**config.mk**
```make
export PLATFORM = sky130hd
export DESIGN_NAME = seg7_scan_decoder
export DESIGN_NICKNAME = d
export VERILOG_FILES = /design/src/rtl/seg7_pkg.sv /design/src/rtl/seg7_pattern_decode.sv /design/src/rtl/seg7_scan_decoder.sv
export SDC_FILE = /design/constraint.sdc
export NUM_CORES = 1
export LEC_CHECK = 0
export CORE_UTILIZATION = 54
export CTS_BUF_LIST = sky130_fd_sc_hd__clkbuf_2 sky130_fd_sc_hd__clkbuf_4 sky130_fd_sc_hd__clkbuf_8
export CTS_CLUSTER_SIZE = 24
export DETAILED_ROUTE_END_ITERATION = 10
export GPL_TIMING_DRIVEN = 0
export PLACE_DENSITY = 0.86
export SYNTH_ARGS = -nofsm -noshare
export SYNTH_HDL_FRONTEND = slang
export SYNTH_SLANG_ARGS = --single-unit
```
**constraint.sdc**
```tcl
create_clock -name clk -period 2.8 [get_ports clk]
set_input_delay 0.84 -clock clk [delete_from_list [all_inputs] [get_ports clk]]
set_output_delay 0.84 -clock clk [all_outputs]
set_load 0.005 [all_outputs]
```
**src/rtl/seg7_pkg.sv**
```systemverilog
// Shared definitions for the seven-segment scan decoder: active-low segment
// patterns (bit0=a .. bit6=g) and the per-sample tracking states.
package seg7_pkg;

    localparam logic [6:0] SEG_0     = 7'b1000000;
    localparam logic [6:0] SEG_1     = 7'b1111001;
    localparam logic [6:0] SEG_2     = 7'b0100100;
    localparam logic [6:0] SEG_3     = 7'b0110000;
    localparam logic [6:0] SEG_4     = 7'b0011001;
    localparam logic [6:0] SEG_5     = 7'b0010010;
    localparam logic [6:0] SEG_6     = 7'b0000010;
    localparam logic [6:0] SEG_7     = 7'b1011000;
    localparam logic [6:0] SEG_8     = 7'b0000000;
    localparam logic [6:0] SEG_9     = 7'b0010000;
    localparam logic [6:0] SEG_A     = 7'b0001000;
    localparam logic [6:0] SEG_B     = 7'b0000011;
    localparam logic [6:0] SEG_C     = 7'b1000110;
    localparam logic [6:0] SEG_D     = 7'b0100001;
    localparam logic [6:0] SEG_E     = 7'b0000110;
    localparam logic [6:0] SEG_F     = 7'b0001110;
    localparam logic [6:0] SEG_BLANK = 7'b1111111;
    // Some display drivers render 7 with segments a,b,c only.
    localparam logic [6:0] SEG_7_ALT = 7'b1111000;

    typedef enum logic [1:0] {
        IDLE,
        TRACK,
        HOLD
    } state_t;

endpackage

```
**src/rtl/seg7_pattern_decode.sv**
```systemverilog
// Combinational inverse of the hex-to-segment encoder.
// Define SEG7_DEC_ALT7_EN to also accept the three-segment form of 7.
module seg7_pattern_decode
    import seg7_pkg::*;
(
    input  logic [6:0] seg_n,
    output logic       legal,
    output logic       blank,
    output logic [3:0] nibble
);

`ifdef SEG7_DEC_ALT7_EN
    localparam bit ALT7_EN = 1'b1;
`else
    localparam bit ALT7_EN = 1'b0;
`endif

    always_comb begin
        legal  = 1'b1;
        blank  = 1'b0;
        nibble = 4'h0;
        case (seg_n)
            SEG_0:     nibble = 4'h0;
            SEG_1:     nibble = 4'h1;
            SEG_2:     nibble = 4'h2;
            SEG_3:     nibble = 4'h3;
            SEG_4:     nibble = 4'h4;
            SEG_5:     nibble = 4'h5;
            SEG_6:     nibble = 4'h6;
            SEG_7:     nibble = 4'h7;
            SEG_8:     nibble = 4'h8;
            SEG_9:     nibble = 4'h9;
            SEG_A:     nibble = 4'hA;
            SEG_B:     nibble = 4'hB;
            SEG_C:     nibble = 4'hC;
            SEG_D:     nibble = 4'hD;
            SEG_E:     nibble = 4'hE;
            SEG_F:     nibble = 4'hF;
            SEG_BLANK: begin
                legal = 1'b0;
                blank = 1'b1;
            end
            default: begin
                if (ALT7_EN && (seg_n == SEG_7_ALT)) begin
                    nibble = 4'h7;
                end else begin
                    legal = 1'b0;
                end
            end
        endcase
    end

endmodule

```
**src/rtl/seg7_scan_decoder.sv**
```systemverilog
// Snoops a multiplexed active-low 7-segment bus and recovers per-digit hex values.
// Optional: SEG7_DEC_ALT7_EN (handled in seg7_pattern_decode) accepts the a,b,c-only 7.
module seg7_scan_decoder
    import seg7_pkg::*;
#(
    parameter int NUM_DIGITS    = 4,
    parameter int STABLE_CYCLES = 4,
    localparam int IDXW = (NUM_DIGITS > 1) ? $clog2(NUM_DIGITS) : 1
) (
    input  logic                    clk,
    input  logic                    rst,
    input  logic [6:0]              seg_n,
    input  logic [NUM_DIGITS-1:0]   dig_sel,
    input  logic                    err_clr,
    output logic [4*NUM_DIGITS-1:0] hex_out,
    output logic [NUM_DIGITS-1:0]   blank_out,
    output logic                    upd_valid,
    output logic [IDXW-1:0]         upd_idx,
    output logic [3:0]              upd_val,
    output logic                    err
);

    localparam int CNTW = $clog2(STABLE_CYCLES + 1);
    localparam logic [CNTW-1:0] CNT_ONE = CNTW'(1);
    localparam logic [CNTW-1:0] CNT_MAX = CNTW'(STABLE_CYCLES);
    localparam logic [NUM_DIGITS-1:0] SEL_ONE = NUM_DIGITS'(1);

    logic [NUM_DIGITS+6:0] in_sample;
    logic [NUM_DIGITS+6:0] s_q;
    logic                  in_onehot;
    state_t                state, state_nxt;
    logic [CNTW-1:0]       cnt, cnt_nxt;
    logic                  commit;
    logic [IDXW-1:0]       q_idx;
    logic                  dec_legal, dec_blank;
    logic [3:0]            dec_nibble;

    function automatic logic [IDXW-1:0] sel_to_idx(input logic [NUM_DIGITS-1:0] sel);
        sel_to_idx = '0;
        for (int i = 0; i < NUM_DIGITS; i++) begin
            if (sel[i]) sel_to_idx = IDXW'(i);
        end
    endfunction

    assign in_sample = {dig_sel, seg_n};
    assign in_onehot = (dig_sel != '0) && ((dig_sel & (dig_sel - SEL_ONE)) == '0);
    assign q_idx     = sel_to_idx(s_q[NUM_DIGITS+6:7]);

    seg7_pattern_decode u_decode (
        .seg_n  (s_q[6:0]),
        .legal  (dec_legal),
        .blank  (dec_blank),
        .nibble (dec_nibble)
    );

    // Commit fires on the edge that sees the held sample for the (STABLE_CYCLES+1)th time.
    always_comb begin
        state_nxt = state;
        cnt_nxt   = cnt;
        commit    = 1'b0;
        if (!in_onehot) begin
            state_nxt = IDLE;
            cnt_nxt   = '0;
        end else if ((in_sample != s_q) || (state == IDLE)) begin
            state_nxt = TRACK;
            cnt_nxt   = CNT_ONE;
        end else if (state == TRACK) begin
            if (cnt >= CNT_MAX) begin
                commit    = 1'b1;
                state_nxt = HOLD;
            end else begin
                cnt_nxt = cnt + CNT_ONE;
            end
        end
    end

    always_ff @(posedge clk) begin
        if (rst) begin
            state     <= IDLE;
            cnt       <= '0;
            s_q       <= '0;
            hex_out   <= '0;
            blank_out <= '1;
            upd_valid <= 1'b0;
            upd_idx   <= '0;
            upd_val   <= 4'h0;
            err       <= 1'b0;
        end else begin
            state     <= state_nxt;
            cnt       <= cnt_nxt;
            s_q       <= in_sample;
            upd_valid <= 1'b0;
            err       <= err & ~err_clr;
            // A new error outranks a simultaneous clear.
            if (commit) begin
                if (dec_legal) begin
                    hex_out[{q_idx, 2'b00} +: 4] <= dec_nibble;
                    blank_out[q_idx]             <= 1'b0;
                    upd_valid                    <= 1'b1;
                    upd_idx                      <= q_idx;
                    upd_val                      <= dec_nibble;
                end else if (dec_blank) begin
                    blank_out[q_idx] <= 1'b1;
                end else begin
                    err <= 1'b1;
                end
            end
        end
    end

endmodule

```
# Word-level counts from Yosys, hierarchy flattened
# Cells that the tools add are included.
# op_classes
addsub	3
n_lt_le_gt_ge	3
eq_ne	19
n_shift	2
mux	25
n_bitwise	9
n_reduce_logical	20
# ops
op	count
4-bit one-hot mux with 15 select lines	1
7-bit == test (second input constant)	5
7-bit by 5-bit == test with 1-bit output (second input constant)	3
7-bit by 6-bit == test with 1-bit output (second input constant)	3
1-bit two-way mux	18
16-bit bitwise mux	1
16-bit OR reduction	1
4-bit by 6-bit variable shift with 16-bit output (first input constant)	1
4-bit by 6-bit indexed part select with 16-bit output	1
7-bit by 2-bit == test with 1-bit output (second input constant)	2
7-bit by 4-bit == test with 1-bit output (second input constant)	2
2-bit AND reduction	6
11-bit inequality test	1
4-bit AND	2
4-bit two-way mux	2
7-bit by 3-bit == test with 1-bit output (second input constant)	1
7-bit logical NOT	1
4-bit negation with 6-bit output	1
2-bit nonzero test	3
4-bit logical NOT	1
2-bit two-way mux	2
1-bit NOT	4
4-bit NOT	1
4-bit OR	1
other kinds (15)	17
# word_totals
regBits	44
input_bits	14
output_inout_bits	28
wordCells	92

# Longest topological paths before layout
# Gate-level depths: netlist (run 1).
# logic_depth
ltp_word	10
ltp_mapped	9
depth_no_buf	7

# Hierarchy
# Synthesis (run 1) repeated with hierarchy kept, for this count alone.
# unflattened
hier_cells	283
hier_area_um2	2417.3
# modules_own_cells
module	n_inst	cells_per_inst	area_per_inst_um2	seq_area_each_um2
seg7_scan_decoder	1	227	2044.5	880.8
seg7_pattern_decode	1	56	372.9	0.0

# Worst setup path before layout (run 1)
# No wires, ideal clock.
# synth_timing
kind	in2reg
start	in dig_sel[1]
end	reg hex_out[13]
setup_ns	0.121
arrival_time_ns	2.484
required_time_ns	2.679
path_slack_ns	0.195
stages	6
n_path_buf	0
cell_sequence	xor2_1 > nor4_1 > nand3_1 > a311oi_4 > nand2_4 > mux2_4
# synth_via
elab_chain_len	6
word_cells_on_any_way	10
cone_classes	add/sub: 1; eq/ne: 1; mux: 2; bitwise: 1; reduce/logical: 5
# synth_rtl
element	line	source
start: declaration	seg7_scan_decoder.sv:13	input logic [NUM_DIGITS-1:0] dig_sel,
4-bit by 1-bit subtractor with 4-bit output	seg7_scan_decoder.sv:46	assign in_onehot = (dig_sel != '0) && ((dig_sel & (dig_sel - SEL_ONE)) == '0);
4-bit AND	seg7_scan_decoder.sv:46	
4-bit logical NOT	seg7_scan_decoder.sv:46	
1-bit logical AND	seg7_scan_decoder.sv:46	
1-bit two-way mux (*)	seg7_scan_decoder.sv:61	if (!in_onehot) begin
2-bit AND reduction (no line) (*)	-	
end signal: indexed assignment	seg7_scan_decoder.sv:97	hex_out[{q_idx, 2'b00} +: 4] <= dec_nibble;
end: declaration	seg7_scan_decoder.sv:15	output logic [4*NUM_DIGITS-1:0] hex_out,
# Mark *: on every way between the ends. The rest lies on a longest branch, timed or not.
# A chain may end at the register's enable or synchronous reset.

==> results of run 1 <==
kinds of logic after synthesis:
kind of cell    share of synthesized area [%]
mux                                     7.085
fa+ha+maj                               3.221
flops                                   37.79
compound gates                          15.30
buf+inv                                 4.402
simple gates                            26.95
xor+xnor                                5.260
tightest hold or removal path, stage by stage, from the launching register on:
cell,delay (ns)
dfxtp_1,0.32
nand2_1,0.05
mux2i_1,0.05
layer usage:
metal	GRT usage [%]	wire length [um]	up-vias	share of wire, %
met1	30.60	2390	966	45
met3	5.912	252	16	4.7
met2	42.57	2554	76	48
met4	10.11	150	0	2.8
li1	-	-	991	-
met5	0	0	-	0
cells in the mapped netlist, drive strengths merged:
master   instances
and3             3
xor2            13
nor4bb           1
a21boi           1
or4              1
mux2i            3
nor4             7
nor3             4
buf              8
nor3b            2
nand2           16
nor2            28
a31oi            2
or4b             1
o221ai           1
nand4b           1
or2              5
o21ai            5
inv              7
ha               6
o2bb2ai          3
a31o             3
and2             2
a211oi           9
nand2b           4
a21oi           12
clkbuf           5
nand3b           3
mux2             9
nor4b            2
a311oi           1
a21o             3
a22o             1
dfxtp           44
xnor2            1
nor2b           22
or3b             2
nand3            8
a2111oi          2
o31a             1
through the flow:
step           utilization, %  total power, W  setup TNS (ns)
2_1_floorplan               -       0.0007667               0
3_3_place_gp            68.37       0.0008146          -12.03
3_5_place_dp            68.37       0.0008194          -12.93
4_1_cts                 71.07        0.001194               0
5_1_grt                 72.63        0.001245               0
6_report                72.63        0.001201               0
repair_timing:
action	CTS	global route
pin swaps	2	5
resized for setup	1	11
setup buffers	3	2
setup endpoints to repair	25	27
state kept, by name, indices dropped and copies added, names as in the netlist, named ones only:
name	count
upd_idx	2
err	1
state	2
upd_val	4
cnt	3
hex_out	16
upd_valid	1
s_q	11
worst max path at each step:
stage               start                       end  slack, ns  cells past startpoint
6_report         seg_n[2]                      flop       0.11                      8
3_5_place_dp   dig_sel[2]   hex_out[9]$_SDFFE_PP0P_      -0.58                      7
3_3_place_gp   dig_sel[2]   hex_out[7]$_SDFFE_PP0P_      -0.54                      7
2_1_floorplan  dig_sel[1]  hex_out[13]$_SDFFE_PP0P_       0.20                      6
4_1_cts        dig_sel[2]  hex_out[11]$_SDFFE_PP0P_     0.0002                      8
5_1_grt          seg_n[2]                      flop       0.02                      8
report_power, final:
| part | switching (W) | leakage, nW | internal [W] | total (W) |
|---|---|---|---|---|
| sequential | 0.00000993 | 0.358 | 0.000635 | 0.000645 |
| combinational | 0.000102 | 0.798 | 0.0000682 | 0.000171 |
| clock | 0.000216 | 0.0400 | 0.000169 | 0.000385 |
| total | 0.000328 | 1.20 | 0.000872 | 0.00120 |
final cells by class:
cell class / instances / area [sq um] / area share, %
clock buffer: 5 / 68.82 / 2.319
inverter: 7 / 26.28 / 0.8853
sequential: 44 / 880.8 / 29.68
timing repair buffer: 45 / 447.9 / 15.09
tap: 50 / 62.56 / 2.108
clock inverter: 2 / 12.51 / 0.4216
multi-input combinational: 188 / 1393 / 46.92
buffer: 13 / 76.32 / 2.572
==> flow_summary_export.csv, run 1 <==
group,metric,value,unit
status,status,"finished, final reports clean",
drt,avgViaCountPerCell,5.788,
clock_tree,cts_root_buf,"clkbuf_8",
floorplanning,start_util,57.04,%
worst_setup_path,crit_path_end_kind,"flop",
synth,yosys_warnings,0,
synth,syn_nets,272,
clock_tree,clock-sinks,44,
clock_tree,cts_tree,"done",
global_routing,grt_usage,25.27,%
timing,slew_violations,0,
layout,final_nets,324,
placement,dpl_worst_slack,-0.5834,ns
worst_hold_path,whs_path_depth,2,
global_routing,grt_pass1_wl,8.514,mm
worst_hold_path,min-delay-start,"hex_out[8]$_SDFFE_PP0P_",
timing,layout_min_cycle_time,2.692,ns
worst_setup_path,timing.rr.start,"s_q[0]$_SDFF_PP0_",
floorplanning,io_pins,42,
drt,drt_wl_total,5.348,mm
layout,areaGrowthSynthToFinish,27.32,%
synth,synth_area_leaders,"dfxtp_1, nor2b_1, mux2_4",
placement,portBuffers,40,
global_routing,grt_overflow,0,
timing,finalHoldViolCount,0,
clock_tree,clk_latency,0.30,ns
drt,ant_nets,0,
drt,drc,0,
synth,synth.top_cell.area_share,37.79,%
timing,fin_ws,0.1081,ns
global_routing,grt_pass1_vias,1900,
synth,synth-seq-cells,44,
layout,fillers,324,
worst_setup_path,cp_cell_sequence,"clkdlybuf4s50_1 -> xor2_1 -> nor4_2 -> nand3_2 -> buf_4 -> nor2_1 -> and3_1 -> o21ai_0",
floorplanning,fp.dieH,67.70,um
clock_tree,postCtsHoldBufs,0,
layout,most-common-layout-cells,"dfxtp_1, clkdlybuf4s50_1, nor2_1",
placement,dp_hpwl,3.744,mm
global_routing,antenna_found_initial,0,
floorplanning,die_w,67.70,um
synth,synth_cell_types,47,
worst_setup_path,worst-path-buf-inv,2,
placement,dpl.cell_count,342,
placement,gp_congestion,0.8931,
floorplanning,die_area,0.004583,sq mm
worst_hold_path,whs_endpoint,"hex_out[8]$_SDFFE_PP0P_",
timing,setup-violations-final,0,
timing,hold_ws,0.4698,ns
timing,clock_skew,0.004637,ns
worst_setup_path,cpLargestDelayFamily,"simple AND/OR/NAND/NOR gates",
clock_tree,clk_path_buf_depth,2,
worst_setup_path,critPathLaunchType,"primary input",
drt,drt_iter0_markers,106,
placement,placed_area,0.002794,sq mm
worst_setup_path,r2r_cells,9,
worst_setup_path,path_max_fanout,7,
worst_setup_path,r2r_end,"hex_out[11]$_SDFFE_PP0P_",
timing,rsz0062_at_grt,"no",
timing,slew_headroom,52.11,%
worst_hold_path,worstHoldPathType,"flop to flop",
timing,worst_pin_slew,0.7170,ns
floorplanning,num_rows,23,
worst_setup_path,cp.required,2.97,ns
worst_setup_path,regToRegSetupSlack,0.29,ns
layout,final_common_cell,"dfxtp_1",
pwr,powerDensity,404.6,mW/mm^2
global_routing,grt_max_degree,14,
layout,diodes,0,
layout,drive_above_1_share,17.43,%
drt,dr.pass1.iters,4,
drt,num_vias,2049,
synth,synth_area_per_cell,9.250,sq um
layout,finalInstanceArea,0.002968,sq mm
synth,synth_cells,252,
synth,synth_area_leader_cell,"dfxtp_1",
worst_setup_path,worstPathArrival,2.86,ns
clock_tree,numCtsBuffers,5,
layout,finalNonFillerCells,354,
clock_tree,clk_pin_slew,0.08,ns
drt,wire_per_inst,15.11,um
synth,yosysSeqAreaShare,37.79,%
synth,netlist_area,0.002331,sq mm
timing,clock.fmax,0.3715,GHz
timing,period_share,96.14,%
pwr,irDropWorstVdd,0.2729,mV
worst_setup_path,cp_slowest_cell,"clkdlybuf4s50_1",
worst_setup_path,max_stage_delay,0.43,ns
clock_tree,cts_htree_levels,2,
worst_setup_path,critPathKind,"primary input to flop",
pwr,p_leak,1.196,nW
floorplanning,core_area,0.004086,sq mm
flow_run,drv_cap,0,
Note: power is estimated with default switching activity, not from simulation.
==> run 2: changes to the inputs <==
--- a/config.mk
+++ b/config.mk
@@ -5,6 +5,7 @@
 export SDC_FILE = /design/constraint.sdc
 export NUM_CORES = 1
 export LEC_CHECK = 0
+export CORE_MARGIN = 2
 export CORE_UTILIZATION = 54
 export CTS_BUF_LIST = sky130_fd_sc_hd__clkbuf_2 sky130_fd_sc_hd__clkbuf_4 sky130_fd_sc_hd__clkbuf_8
 export CTS_CLUSTER_SIZE = 24
==> flow_summary_export.csv, run 2 (synthesis gave the netlist of run 1 again) <==
group,metric,value,unit
worst_setup_path,max_stage_delay,0.43,ns
clock_tree,cts_tree,"done",
worst_setup_path,path_depth,8,
global_routing,antenna_found_initial,0,
layout,multiInputGateArea,0.001385,sq mm
worst_setup_path,r2r_cells,7,
placement,dp_hpwl,3.771,mm
clock_tree,clock-sinks,44,
layout,areaGrowthSynthToFinish,27.59,%
pwr,p_leak,1.188,nW
drt,num_vias,2014,
layout,largest_register_ffs,16,
worst_setup_path,critPathLaunchType,"primary input",
timing,clock.fmax,0.3713,GHz
worst_setup_path,cp.required,2.98,ns
layout,most-common-layout-cells,"dfxtp_1, clkdlybuf4s50_1, nor2_1",
global_routing,grt_usage,22.96,%
clock_tree,cts_htree_levels,2,
placement,gp_congestion,0.8890,
clock_tree,cts_root_buf,"clkbuf_8",
status,status,"finished, final reports clean",
worst_hold_path,worstHoldPathType,"flop to flop",
worst_setup_path,path_max_fanout,7,
global_routing,grt_max_degree,15,
layout,top_register,"hex_out",
timing,finalSetupTns,0,ns
clock_tree,clk_pin_slew,0.09,ns
floorplanning,core_area,0.004086,sq mm
floorplanning,io_pins,42,
timing,slew_headroom,48.68,%
timing,rsz0062_at_grt,"no",
floorplanning,start_util,57.04,%
timing,period_share,96.19,%
floorplanning,die_w,69.70,um
layout,finalInstanceArea,0.002974,sq mm
layout,diodes,0,
global_routing,grt_overflow,0,
worst_setup_path,cp_cell_sequence,"clkdlybuf4s50_1 -> xor2_1 -> nor4_2 -> nand3_1 -> buf_4 -> nor2_1 -> and3_1 -> o21ai_0",
worst_setup_path,cpLargestDelayFamily,"simple AND/OR/NAND/NOR gates",
worst_setup_path,timing.rr.start,"s_q[0]$_SDFF_PP0_",
timing,layout_min_cycle_time,2.693,ns
timing,fin_ws,0.1066,ns
drt,avgViaCountPerCell,5.705,
timing,setup-violations-final,0,
worst_setup_path,startpoint,"seg_n[0]",
floorplanning,die_area,0.004858,sq mm
clock_tree,clk_latency,0.30,ns
floorplanning,num_rows,23,
pwr,powerDensity,416.7,mW/mm^2
layout,drive_above_1_share,17.16,%
global_routing,grt_pass1_vias,1959,
placement,placed_area,0.002794,sq mm
placement,dpl_worst_slack,-0.5836,ns
global_routing,grt_pass1_wl,9.066,mm
worst_setup_path,worst-path-buf-inv,2,
drt,wire_per_inst,15.25,um
placement,portBuffers,40,
timing,slew_violations,0,
worst_hold_path,whs_path_depth,2,
layout,largestRegisters,"hex_out (16), s_q (11), upd_val (4)",
pwr,total_power,0.001239,W
drt,drc,0,
layout,seqCellArea,880.8,sq um
timing,hold_ws,0.4704,ns
worst_setup_path,crit_path_end_kind,"flop",
layout,fillers,321,
flow_run,drv_cap,0,
drt,drt_wl_total,5.385,mm
worst_setup_path,worstPathArrival,2.87,ns
drt,ant_nets,0,
clock_tree,numCtsBuffers,5,
layout,final_nets,322,
worst_setup_path,regToRegSetupSlack,0.15,ns
floorplanning,fp.dieH,69.70,um
clock_tree,clk_path_buf_depth,2,
pwr,irDropWorstVdd,0.3289,mV
worst_setup_path,cp_slowest_cell,"clkdlybuf4s50_1",
timing,worst_pin_slew,0.7629,ns
timing,clock_skew,0.006315,ns
drt,dr.pass1.iters,5,
worst_setup_path,r2r_end,"hex_out[6]$_SDFFE_PP0P_",
timing,finalHoldViolCount,0,
drt,drt_iter0_markers,162,
worst_hold_path,min-delay-start,"hex_out[4]$_SDFFE_PP0P_",
worst_setup_path,critPathKind,"primary input to flop",
layout,final_common_cell,"dfxtp_1",
run 2: power breakdown:
| part | total (W) | switching (W) | internal [W] |
|---|---|---|---|
| sequential | 0.000645 | 0.00000964 | 0.000635 |
| combinational | 0.000169 | 0.000102 | 0.0000672 |
| clock | 0.000425 | 0.000225 | 0.000200 |
run 2: what timing repair did:
item,4_1_cts,5_1_grt
setup buffers,1,2
hold buffers,0,0
setup endpoints to repair,25,23
gates resized for setup,0,10
pin swaps,1,2
run 2: layout make-up:
| class | count | share of cell area (%) |
|---|---|---|
| well taps | 50 | 2.103 |
| multi-input cells | 188 | 46.57 |
| inverters | 7 | 0.8835 |
| repair buffers | 43 | 14.98 |
| plain buffers | 13 | 2.566 |
| clock buffers | 6 | 2.777 |
| clock inverters | 2 | 0.5048 |
| flip-flops and latches | 44 | 29.62 |
run 2: per-stage QoR:
stage / util (%) / cells
after floorplan: - / 252
after global placement: 68.37 / 342
after detailed placement: 68.37 / 342
after CTS: 71.25 / 351
after global routing: 72.78 / 353
final: 72.78 / 353
run 2: worst register-to-register path, cell delays in order (launching register included):
cell      delay (ns)
dfxtp_1         0.33
buf_6           0.12
clkbuf_1        0.35
nor4_1          0.14
nor3_1          0.49
a21boi_0        0.69
nor2_1          0.13
mux2_4          0.29
run 2: layer usage:
layer | part of all wire, % | global-route usage, % | routed length, um | up-vias
met5 | 0 | 0 | 0 | -
met4 | 1.8 | 6.624 | 95 | 0
met3 | 6.2 | 5.959 | 332 | 11
met2 | 48 | 38.46 | 2584 | 67
met1 | 44 | 29.20 | 2373 | 959
li1 | - | - | - | 977
run 2: worst min path at each step:
stage	to	slack, ns
floorplan	hex_out[0]$_SDFFE_PP0P_	0.45
global placement	hex_out[4]$_SDFFE_PP0P_	0.45
detailed placement	hex_out[3]$_SDFFE_PP0P_	0.45
CTS	hex_out[4]$_SDFFE_PP0P_	0.47
global route	hex_out[2]$_SDFFE_PP0P_	0.51
finish	hex_out[4]$_SDFFE_PP0P_	0.47
==> run 3: changes to the inputs <==
--- a/config.mk
+++ b/config.mk
@@ -5,6 +5,7 @@
 export SDC_FILE = /design/constraint.sdc
 export NUM_CORES = 1
 export LEC_CHECK = 0
+export CORE_ASPECT_RATIO = 1.1
 export CORE_MARGIN = 2
 export CORE_UTILIZATION = 54
 export CTS_BUF_LIST = sky130_fd_sc_hd__clkbuf_2 sky130_fd_sc_hd__clkbuf_4 sky130_fd_sc_hd__clkbuf_8
==> flow_summary_export.csv, run 3 (synthesis gave the netlist of run 1 again) <==
group,metric,value,unit
global_routing,antenna_found_initial,0,
layout,largestRegisters,"hex_out (16), s_q (11), upd_val (4)",
floorplanning,core_area,0.004223,sq mm
worst_setup_path,cp.required,3.00,ns
drt,drt_iter0_markers,67,
floorplanning,num_rows,25,
placement,gp_congestion,0.8696,
clock_tree,clk_pin_slew,0.08,ns
global_routing,grt_pass1_wl,8.769,mm
global_routing,grt_max_degree,14,
placement,portBuffers,40,
status,status,"finished, final reports clean",
layout,diodes,0,
worst_setup_path,cp_slowest_cell,"clkdlybuf4s50_1",
worst_setup_path,crit_path_end_kind,"flop",
clock_tree,clock-sinks,44,
floorplanning,die_w,66.65,um
drt,drc,0,
drt,avgViaCountPerCell,5.572,
worst_setup_path,cp_cell_sequence,"clkdlybuf4s50_1 -> xor2_1 -> nor4_2 -> nand3_2 -> a311oi_4 -> buf_4 -> nand2_4 -> mux2_4",
drt,dr.pass1.iters,4,
worst_setup_path,regToRegSetupSlack,0.33,ns
layout,final_nets,325,
floorplanning,start_util,55.20,%
worst_setup_path,critPathKind,"primary input to flop",
clock_tree,cts_root_buf,"clkbuf_8",
clock_tree,clk_latency,0.30,ns
global_routing,grt_overflow,0,
pwr,p_leak,1.222,nW
drt,drt_wl_total,5.399,mm
worst_hold_path,worstHoldPathType,"flop to flop",
floorplanning,io_pins,42,
worst_setup_path,critPathLaunchType,"primary input",
timing,layout_min_cycle_time,2.765,ns
clock_tree,cts_tree,"done",
clock_tree,cts_htree_levels,2,
layout,final_common_cell,"dfxtp_1",
timing,hold_ws,0.4717,ns
floorplanning,die_area,0.004859,sq mm
placement,dpl.cell_count,346,
global_routing,grt_usage,24.20,%
layout,finalNonFillerCells,360,
timing,finalHoldViolCount,0,
placement,dp_hpwl,3.785,mm
drt,num_vias,2006,
timing,clock.fmax,0.3617,GHz
worst_setup_path,cpLargestDelayFamily,"simple AND/OR/NAND/NOR gates",
timing,period_share,98.73,%
layout,most-common-layout-cells,"dfxtp_1, clkdlybuf4s50_1, nor2_1",
pwr,irDropWorstVdd,0.2214,mV
global_routing,grt_pass1_vias,1876,
worst_setup_path,worst-path-buf-inv,2,
timing,slew_violations,0,
timing,clock_skew,0.004519,ns
timing,worst_pin_slew,0.7278,ns
layout,top_register,"hex_out",
worst_setup_path,max_stage_delay,0.44,ns
drt,wire_per_inst,15.00,um
flow_run,drv_cap,0,
worst_setup_path,path_max_fanout,5,
layout,drive_above_1_share,17.97,%
floorplanning,fp.dieH,72.91,um
pwr,total_power,0.001237,W
clock_tree,postCtsHoldBufs,0,
layout,areaGrowthSynthToFinish,28.93,%
timing,slew_headroom,51.39,%
pwr,powerDensity,411.5,mW/mm^2
timing,finalSetupTns,0,ns
timing,setup-violations-final,0,
drt,ant_nets,0,
worst_setup_path,worstPathArrival,2.96,ns
clock_tree,clk_path_buf_depth,2,
layout,largest_register_ffs,16,
clock_tree,numCtsBuffers,5,
==> run 3: power breakdown <==
part	switching, W	internal [W]
Combinational	0.000101	0.0000670
Sequential	0.00000976	0.000635
Clock	0.000213	0.000210
==> run 3: metrics by stage <==
stage | setup WS [ns] | utilization (%) | cell area [sq um]
floorplan | 0.1952 | - | 2331
global placement | -0.6416 | 66.28 | 2799
detailed placement | -0.7441 | 66.28 | 2799
CTS | 0.01619 | 69.87 | 2950
global route | -0.06917 | 71.17 | 3005
finish | 0.03549 | 71.17 | 3005
==> run 3: worst reg2reg max path: stages (launching register included) <==
cell and delay, ns:
dfxtp_1 0.39, nor3b_1 0.19, a22o_1 0.26, a211oi_2 0.65, nand3_1 0.18, or4_1 0.57, a21oi_1 0.15
==> run 3: worst paths after layout <==
| kind | to | start | cells after the start |
|---|---|---|---|
| min reg2reg | hex_out[12]$_SDFFE_PP0P_ | hex_out[12]$_SDFFE_PP0P_ | 2 |
| max reg2reg | err$_SDFF_PP0_ | s_q[1]$_SDFF_PP0_ | 6 |
| min | hex_out[12]$_SDFFE_PP0P_ | hex_out[12]$_SDFFE_PP0P_ | 2 |
| max | hex_out[15]$_SDFFE_PP0P_ | seg_n[2] | 8 |
==> run 3: repair_timing <==
action,in CTS,in global routing
setup endpoints to repair,27,28
resized for setup,2,11
buffers inserted,4,2
pin swaps,2,4
==> run 3: per-layer routing <==
layer	vias up	wire length, um	GRT usage [%]	part of all wire, %
met5	-	0	0	0
met4	0	110	11.34	2.0
met3	10	195	4.784	3.6
met2	60	2868	42.33	53
met1	944	2225	28.12	41
li1	992	-	-	-
==> run 3: cell type report <==
class / count / area [sq um]
clock buffers: 7 / 90.09
fillers: 323 / 1217
well taps: 54 / 67.56
inverters: 7 / 26.28
repair buffers: 46 / 473.0
flip-flops and latches: 44 / 880.8
multi-input cells: 188 / 1384
clock inverters: 1 / 7.507
plain buffers: 13 / 76.32
